==> src/rtl/gate_circuit_pkg.sv <==
// Shared types and helpers for the programmable gate circuit tester.
// Holds the FSM states, MISR defaults, reset truth table and MISR step.
package gate_circuit_pkg;

  typedef enum logic [1:0] {
    IDLE,
    RUN,
    CHECK
  } state_t;

  localparam logic [15:0] POLY_DEF = 16'h1021;
  localparam logic [15:0] SEED_DEF = 16'hFFFF;

  // Reset contents of one row; only the 4x4 build has a real circuit.
  function automatic logic [31:0] init_row(
    input int n_in,
    input int n_out,
    input int row
  );
    logic a, b, c, d;
    if (n_in != 4 || n_out != 4) return '0;
    a = row[3];
    b = row[2];
    c = row[1];
    d = row[0];
    return {28'd0, a,
            (~a & b) | (a & ~b & d),
            (~a & c) | (c & ~d) | (a & ~c & d),
            d};
  endfunction

  function automatic logic [31:0] misr_step(
    input logic [31:0] sig,
    input logic [31:0] data,
    input logic [31:0] poly,
    input int          w
  );
    logic [31:0] mask;
    logic [31:0] fb;
    mask = (w >= 32) ? '1 : ((32'd1 << w) - 32'd1);
    fb   = (((sig >> (w - 1)) & 32'd1) != 32'd0) ? poly : '0;
    return ((sig << 1) ^ fb ^ data) & mask;
  endfunction

endpackage

==> src/rtl/gate_circuit_tester_tt_mem.sv <==
// Truth-table register array: async-reset init, one write port,
// one combinational read port (reads see the pre-write value).
module gate_tt_mem
  import gate_circuit_pkg::*;
#(
  parameter int N_IN  = 4,
  parameter int N_OUT = 4
) (
  input  logic             clk,
  input  logic             rst_n,
  input  logic             we,
  input  logic [N_IN-1:0]  waddr,
  input  logic [N_OUT-1:0] wdata,
  input  logic [N_IN-1:0]  raddr,
  output logic [N_OUT-1:0] rdata
);

  localparam int DEPTH = 1 << N_IN;

  logic [N_OUT-1:0] mem [DEPTH];

  always_ff @(posedge clk or negedge rst_n) begin
    if (!rst_n) begin
      for (int i = 0; i < DEPTH; i++)
        mem[i] <= N_OUT'(init_row(N_IN, N_OUT, i));
    end else if (we) begin
      mem[waddr] <= wdata;
    end
  end

  assign rdata = mem[raddr];

endmodule

==> src/rtl/gate_circuit_tester.sv <==
// Programmable registered gate circuit with a MISR-based
// self-test sweep over every truth-table row.
module gate_circuit_tester
  import gate_circuit_pkg::*;
#(
  parameter int               N_IN  = 4,
  parameter int               N_OUT = 4,
  parameter int               SIG_W = 16,
  parameter logic [SIG_W-1:0] POLY  = SIG_W'(POLY_DEF),
  parameter logic [SIG_W-1:0] SEED  = SIG_W'(SEED_DEF)
) (
  input  logic             iClk,
  input  logic             iRst_n,
  input  logic             iMode,
  input  logic [N_IN-1:0]  iIn,
  input  logic             iCfgWe,
  input  logic [N_IN-1:0]  iCfgAddr,
  input  logic [N_OUT-1:0] iCfgData,
  input  logic             iStart,
  input  logic [SIG_W-1:0] iExpSig,
  output logic [N_OUT-1:0] oOut,
  output logic             oBusy,
  output logic             oDone,
  output logic             oPass,
  output logic [SIG_W-1:0] oSig
);

  localparam logic [N_IN-1:0] LAST = '1;

  state_t           state;
  logic [N_IN-1:0]  idx;
  logic [N_IN-1:0]  raddr;
  logic [N_OUT-1:0] rdata;
  logic             we;
  logic [SIG_W-1:0] sig_next;

  // The table is frozen while a sweep owns it.
  assign we    = iCfgWe && (state == IDLE);
  assign raddr = (state == RUN) ? idx : iIn;

  assign sig_next = SIG_W'(misr_step(32'(oSig), 32'(rdata),
                                     32'(POLY), SIG_W));

  gate_tt_mem #(
    .N_IN  (N_IN),
    .N_OUT (N_OUT)
  ) u_mem (
    .clk   (iClk),
    .rst_n (iRst_n),
    .we    (we),
    .waddr (iCfgAddr),
    .wdata (iCfgData),
    .raddr (raddr),
    .rdata (rdata)
  );

  always_ff @(posedge iClk or negedge iRst_n) begin
    if (!iRst_n) begin
      state <= IDLE;
      idx   <= '0;
      oOut  <= '0;
      oBusy <= 1'b0;
      oDone <= 1'b0;
      oPass <= 1'b0;
      oSig  <= SEED;
    end else begin
      oDone <= 1'b0;
      unique case (state)
        IDLE: begin
          oOut <= rdata;
          if (iStart && iMode) begin
            state <= RUN;
            idx   <= '0;
            oSig  <= SEED;
            oPass <= 1'b0;
            oBusy <= 1'b1;
          end
        end
        RUN: begin
          oOut <= rdata;
          oSig <= sig_next;
          idx  <= idx + 1'b1;
          if (idx == LAST) state <= CHECK;
        end
        CHECK: begin
          oPass <= (oSig == iExpSig);
          oBusy <= 1'b0;
          oDone <= 1'b1;
          state <= IDLE;
        end
        default: state <= IDLE;
      endcase
    end
  end

endmodule

==> config.mk <==
export PLATFORM = sky130hd
export DESIGN_NAME = gate_circuit_tester
export DESIGN_NICKNAME = d
export VERILOG_FILES = /design/src/rtl/gate_circuit_pkg.sv /design/src/rtl/gate_circuit_tester_tt_mem.sv /design/src/rtl/gate_circuit_tester.sv
export SDC_FILE = /design/constraint.sdc
export NUM_CORES = 1
export LEC_CHECK = 0
export BUFFER_PORTS_ARGS = -buffer_cell sky130_fd_sc_hd__buf_4
export CAP_MARGIN = 10
export CORE_MARGIN = 1
export CORE_UTILIZATION = 35
export CTS_CLUSTER_DIAMETER = 50
export DETAILED_ROUTE_END_ITERATION = 8
export GPL_TIMING_DRIVEN = 0
export PLACE_DENSITY = 0.64
export SLEW_MARGIN = 20
export SYNTH_ARGS = -nofsm -noshare
export SYNTH_HDL_FRONTEND = slang
export SYNTH_SLANG_ARGS = --single-unit
==> constraint.sdc <==
create_clock -name iClk -period 1.9 [get_ports iClk]
set_input_delay 0.095 -clock iClk [delete_from_list [all_inputs] [get_ports iClk]]
set_output_delay 0.095 -clock iClk [all_outputs]
set_load 0.01 [all_outputs]
==> impl_metrics.xml <==
<?xml version="1.0" encoding="UTF-8"?>
<metrics>
  <group name="critical_path">
    <metric name="cp.buffers_inverters" unit="">0</metric>
    <metric name="path_delay_family" unit="">compound AO/OA/AOI/OAI gates</metric>
    <metric name="worst_ep_arrival_time" unit="ns">2.33</metric>
    <metric name="cp_capture_type" unit="">register</metric>
    <metric name="cp_max_fo" unit="">8</metric>
    <metric name="required_time_of_the_worst_setup_path" unit="ns">2.17</metric>
    <metric name="cpPeakStageDelay" unit="ns">0.49</metric>
    <metric name="critical_path_class" unit="">register to register</metric>
    <metric name="timing.critical_path.slowest_stage_cell" unit="">sky130_fd_sc_hd__dfrtp_2</metric>
    <metric name="crit_chain" unit="">nand2b_4, a31oi_4, o32ai_2, nor2_1, mux2i_1, nor4_2</metric>
    <metric name="setup_crit_start_kind" unit="">register</metric>
  </group>
  <group name="synth">
    <metric name="syn_inst" unit="">489</metric>
    <metric name="seq_area_frac_synth" unit="%">44.3</metric>
    <metric name="postSynth.topFlopCell" unit="">sky130_fd_sc_hd__dfrtp_1</metric>
    <metric name="mappedNetlistArea" unit="µm²">5390</metric>
    <metric name="synth_top_area_share" unit="%">22.4</metric>
    <metric name="asyncSetResetFlopFracSynth" unit="%">100</metric>
    <metric name="syn_area_per_cell" unit="µm²">11.0</metric>
    <metric name="synthesis.nets" unit="">523</metric>
    <metric name="synth.most_common_cell" unit="">sky130_fd_sc_hd__mux2i_1</metric>
    <metric name="synth_cell_count_leaders" unit="">sky130_fd_sc_hd__mux2i_1, sky130_fd_sc_hd__mux2_2, sky130_fd_sc_hd__nor2_1, sky130_fd_sc_hd__dfrtp_1, sky130_fd_sc_hd__dfstp_2</metric>
    <metric name="yosysUniqueCellTypes" unit="">42</metric>
    <metric name="synth_edf_count" unit="">0</metric>
    <metric name="postSynthRegisterBits" unit="">93</metric>
    <metric name="synthDominantAreaCellType" unit="">sky130_fd_sc_hd__dfstp_2</metric>
    <metric name="synth_warn" unit="">0</metric>
    <metric name="synthTopCellsByArea" unit="">sky130_fd_sc_hd__dfstp_2, sky130_fd_sc_hd__dfrtp_1, sky130_fd_sc_hd__mux2i_1, sky130_fd_sc_hd__mux2_2, sky130_fd_sc_hd__nor2_1</metric>
  </group>
  <group name="outcome">
    <metric name="run_status" unit="">complete, but fails checks</metric>
    <metric name="violations" unit="">setup timing</metric>
  </group>
  <group name="sta">
    <metric name="final_report_max_slew_violation_count" unit="">0</metric>
    <metric name="hold_viol" unit="">0</metric>
    <metric name="tightestPinTransition" unit="ns">0.833</metric>
    <metric name="headroom_to_the_max_slew_limit" unit="%">44.5</metric>
    <metric name="final.min_clock_period" unit="ns">2.06</metric>
    <metric name="fin_hold_ws" unit="ns">0.0369</metric>
    <metric name="min_period_over_period" unit="%">109</metric>
    <metric name="setup_slack" unit="ns">-0.162</metric>
    <metric name="fin_worst_skew" unit="ns">0.00723</metric>
    <metric name="timing.final.setup_violations" unit="">29</metric>
    <metric name="maxClockFrequency" unit="GHz">0.485</metric>
    <metric name="grt_setup_unrepaired" unit="">true</metric>
  </group>
  <group name="worst_hold_path">
    <metric name="timing.hold.worst.class" unit="">input port to register</metric>
  </group>
  <group name="clock_tree">
    <metric name="cts_root_buf" unit="">sky130_fd_sc_hd__clkbuf_16</metric>
    <metric name="numClockSinks" unit="">93</metric>
    <metric name="max-clock-path-buffers" unit="">2</metric>
    <metric name="clock_tree_from_tritoncts" unit="">yes</metric>
    <metric name="htree_levels" unit="">3</metric>
    <metric name="total_clock_buffers_created_by_cts" unit="">9</metric>
    <metric name="clkSlewWorstSetupHoldPaths" unit="ns">0.07</metric>
    <metric name="insertion_delay" unit="ns">0.36</metric>
  </group>
  <group name="floorplanning">
    <metric name="boundaryPins" unit="">56</metric>
    <metric name="core-area" unit="µm²">14800</metric>
    <metric name="die_outline_area" unit="µm²">15900</metric>
    <metric name="starting_density_of_the_core" unit="%">36.5</metric>
    <metric name="floorplan.die.height" unit="µm">126</metric>
    <metric name="die_x" unit="µm">126</metric>
    <metric name="rows" unit="">44</metric>
  </group>
  <group name="finish">
    <metric name="num-nets-final" unit="">615</metric>
    <metric name="drive_gt1_share" unit="%">51.4</metric>
    <metric name="multiInputGateArea" unit="µm²">3480</metric>
    <metric name="final-seq-area" unit="µm²">2390</metric>
    <metric name="area_growth" unit="%">35.8</metric>
    <metric name="filler_cell_count_in_the_final_layout" unit="">1321</metric>
    <metric name="antenna_cell_count" unit="">0</metric>
    <metric name="layoutNonFillerInstCount" unit="">770</metric>
  </group>
  <group name="placed_design">
    <metric name="place_hpwl" unit="µm">10000</metric>
    <metric name="port-buffer-count" unit="">52</metric>
    <metric name="placed_instance_count" unit="">725</metric>
    <metric name="place.gp.congestion" unit="">0.814</metric>
  </group>
  <group name="global_route">
    <metric name="grt_max_degree" unit="">94</metric>
    <metric name="global_route.overflow_total" unit="">0</metric>
    <metric name="via_count_of_the_first_global_routing_pass" unit="">4366</metric>
    <metric name="global_route.usage.total" unit="%">19.5</metric>
    <metric name="wire_length_of_the_first_global_routing_pass" unit="µm">23700</metric>
    <metric name="antenna_violations_before_repair" unit="">0</metric>
  </group>
  <group name="power">
    <metric name="p_leak" unit="nW">3.14</metric>
    <metric name="p_total" unit="mW">12.7</metric>
    <metric name="power_density" unit="nW/µm²">1730</metric>
    <metric name="ir_worst_vdd" unit="mV">0.982</metric>
  </group>
  <group name="drt">
    <metric name="drtIter0Drc" unit="">280</metric>
    <metric name="drt_wl_total" unit="µm">15000</metric>
    <metric name="ant_nets" unit="">0</metric>
    <metric name="wire_per_inst" unit="µm">19.4</metric>
    <metric name="drt_first_pass_iters" unit="">4</metric>
    <metric name="routed_via_density" unit="">5.56</metric>
    <metric name="drc_violations_left" unit="">0</metric>
    <metric name="dr_vias" unit="">4285</metric>
  </group>
  <group name="job">
    <metric name="maxcap_viol_count" unit="">0</metric>
  </group>
</metrics>
-- sequential cells by signal (all words and copies together), names as in the netlist --
| name | count |
|---|---|
| u_mem.mem | 64 |
| oSig | 16 |
| oOut | 4 |
| idx | 4 |
| oDone | 1 |
| oBusy | 1 |
| oPass | 1 |
| state | 2 |
-- through the flow --
stage | util (%) | instance area [µm²] | setup WS (ns) | setup TNS (ns)
floorplan | - | 5390 | 0.0334 | 0
CTS | 47.8 | 7060 | -0.0781 | -1.26
global placement | 40.7 | 6010 | -0.430 | -10.29
detailed placement | 40.7 | 6010 | -0.442 | -10.15
finish | 49.6 | 7320 | -0.162 | -1.88
global route | 49.6 | 7320 | -0.241 | -4.09
-- cell usage in the layout (no fill, tap or decap), drive strengths merged, types with 13 or more instances in the layout --
cell type  synthesis  final
buf               18     98
clkbuf            12     22
dfrtp             47     47
dfstp             46     46
mux2              64     64
mux2i             81     81
nand2             39     39
nand3             20     20
nor2              52     52
nor3              13     13
o32ai             14     14
xor2              18     18
-- area by class of cell --
class	count	share of cell area, %
multi-input cells	363	47.6
flip-flops and latches	93	32.7
repair buffers	82	9.10
plain buffers	29	3.37
well taps	184	3.15
clock buffers	10	3.13
clock inverters	6	0.872
inverters	3	0.154
-- routing by layer --
metal	up-vias	wire, µm	track usage [%]	part of all wire [%]
met5	-	0	0	0
met3	25	848	5.10	5.7
met2	128	7520	33.0	50
li1	1969	-	-	-
met1	2163	6300	24.1	42
met4	0	294	6.31	2.0
-- worst paths after layout --
kind	from	to	slack, ns	depth (start not counted)
min in group asynchronous	iRst_n	oDone	0.38	2
worst max register to register	state[1]	oSig[1]	-0.16	6
worst min-delay path	iCfgData[3]	u_mem.mem[31]	0.04	2
worst max-delay path	state[1]	oSig[1]	-0.16	6
max in group asynchronous	iRst_n	state[0]	0.94	2
worst min register to register	oBusy	oBusy	0.49	2
-- power breakdown --
group	leakage, nW	internal [mW]	switching [mW]	total [mW]
logic	1.92	3.61	3.41	7.02
registers	1.08	3.06	0.771	3.83
clock network	0.139	1.02	0.796	1.82
-- worst register-to-register path, stage by stage, from the launching register on --
cell	delay, ns
sky130_fd_sc_hd__dfrtp_2	0.49
sky130_fd_sc_hd__nand2b_4	0.20
sky130_fd_sc_hd__a31oi_4	0.49
sky130_fd_sc_hd__o32ai_2	0.22
sky130_fd_sc_hd__nor2_1	0.18
sky130_fd_sc_hd__mux2i_1	0.12
sky130_fd_sc_hd__nor4_2	0.27
-- cells by family after synthesis --
kind of cell    Yosys count  share of synthesized area, %
compound gates           34                          5.16
xor+xnor                 20                          3.25
fa+ha+maj                 1                         0.232
buf+inv                  33                          3.20
flops                    93                          44.3
mux                     146                          28.8
simple gates            162                          15.0
-- repair_timing --
action,CTS,global route
endpoints found under the hold margin,0,47
setup endpoints to repair,53,65
hold buffers,0,1
gates resized for setup,111,43
gates cloned,1,0
pin swaps,23,27
setup buffers,21,8
Power figures use the tool's default switching activity.
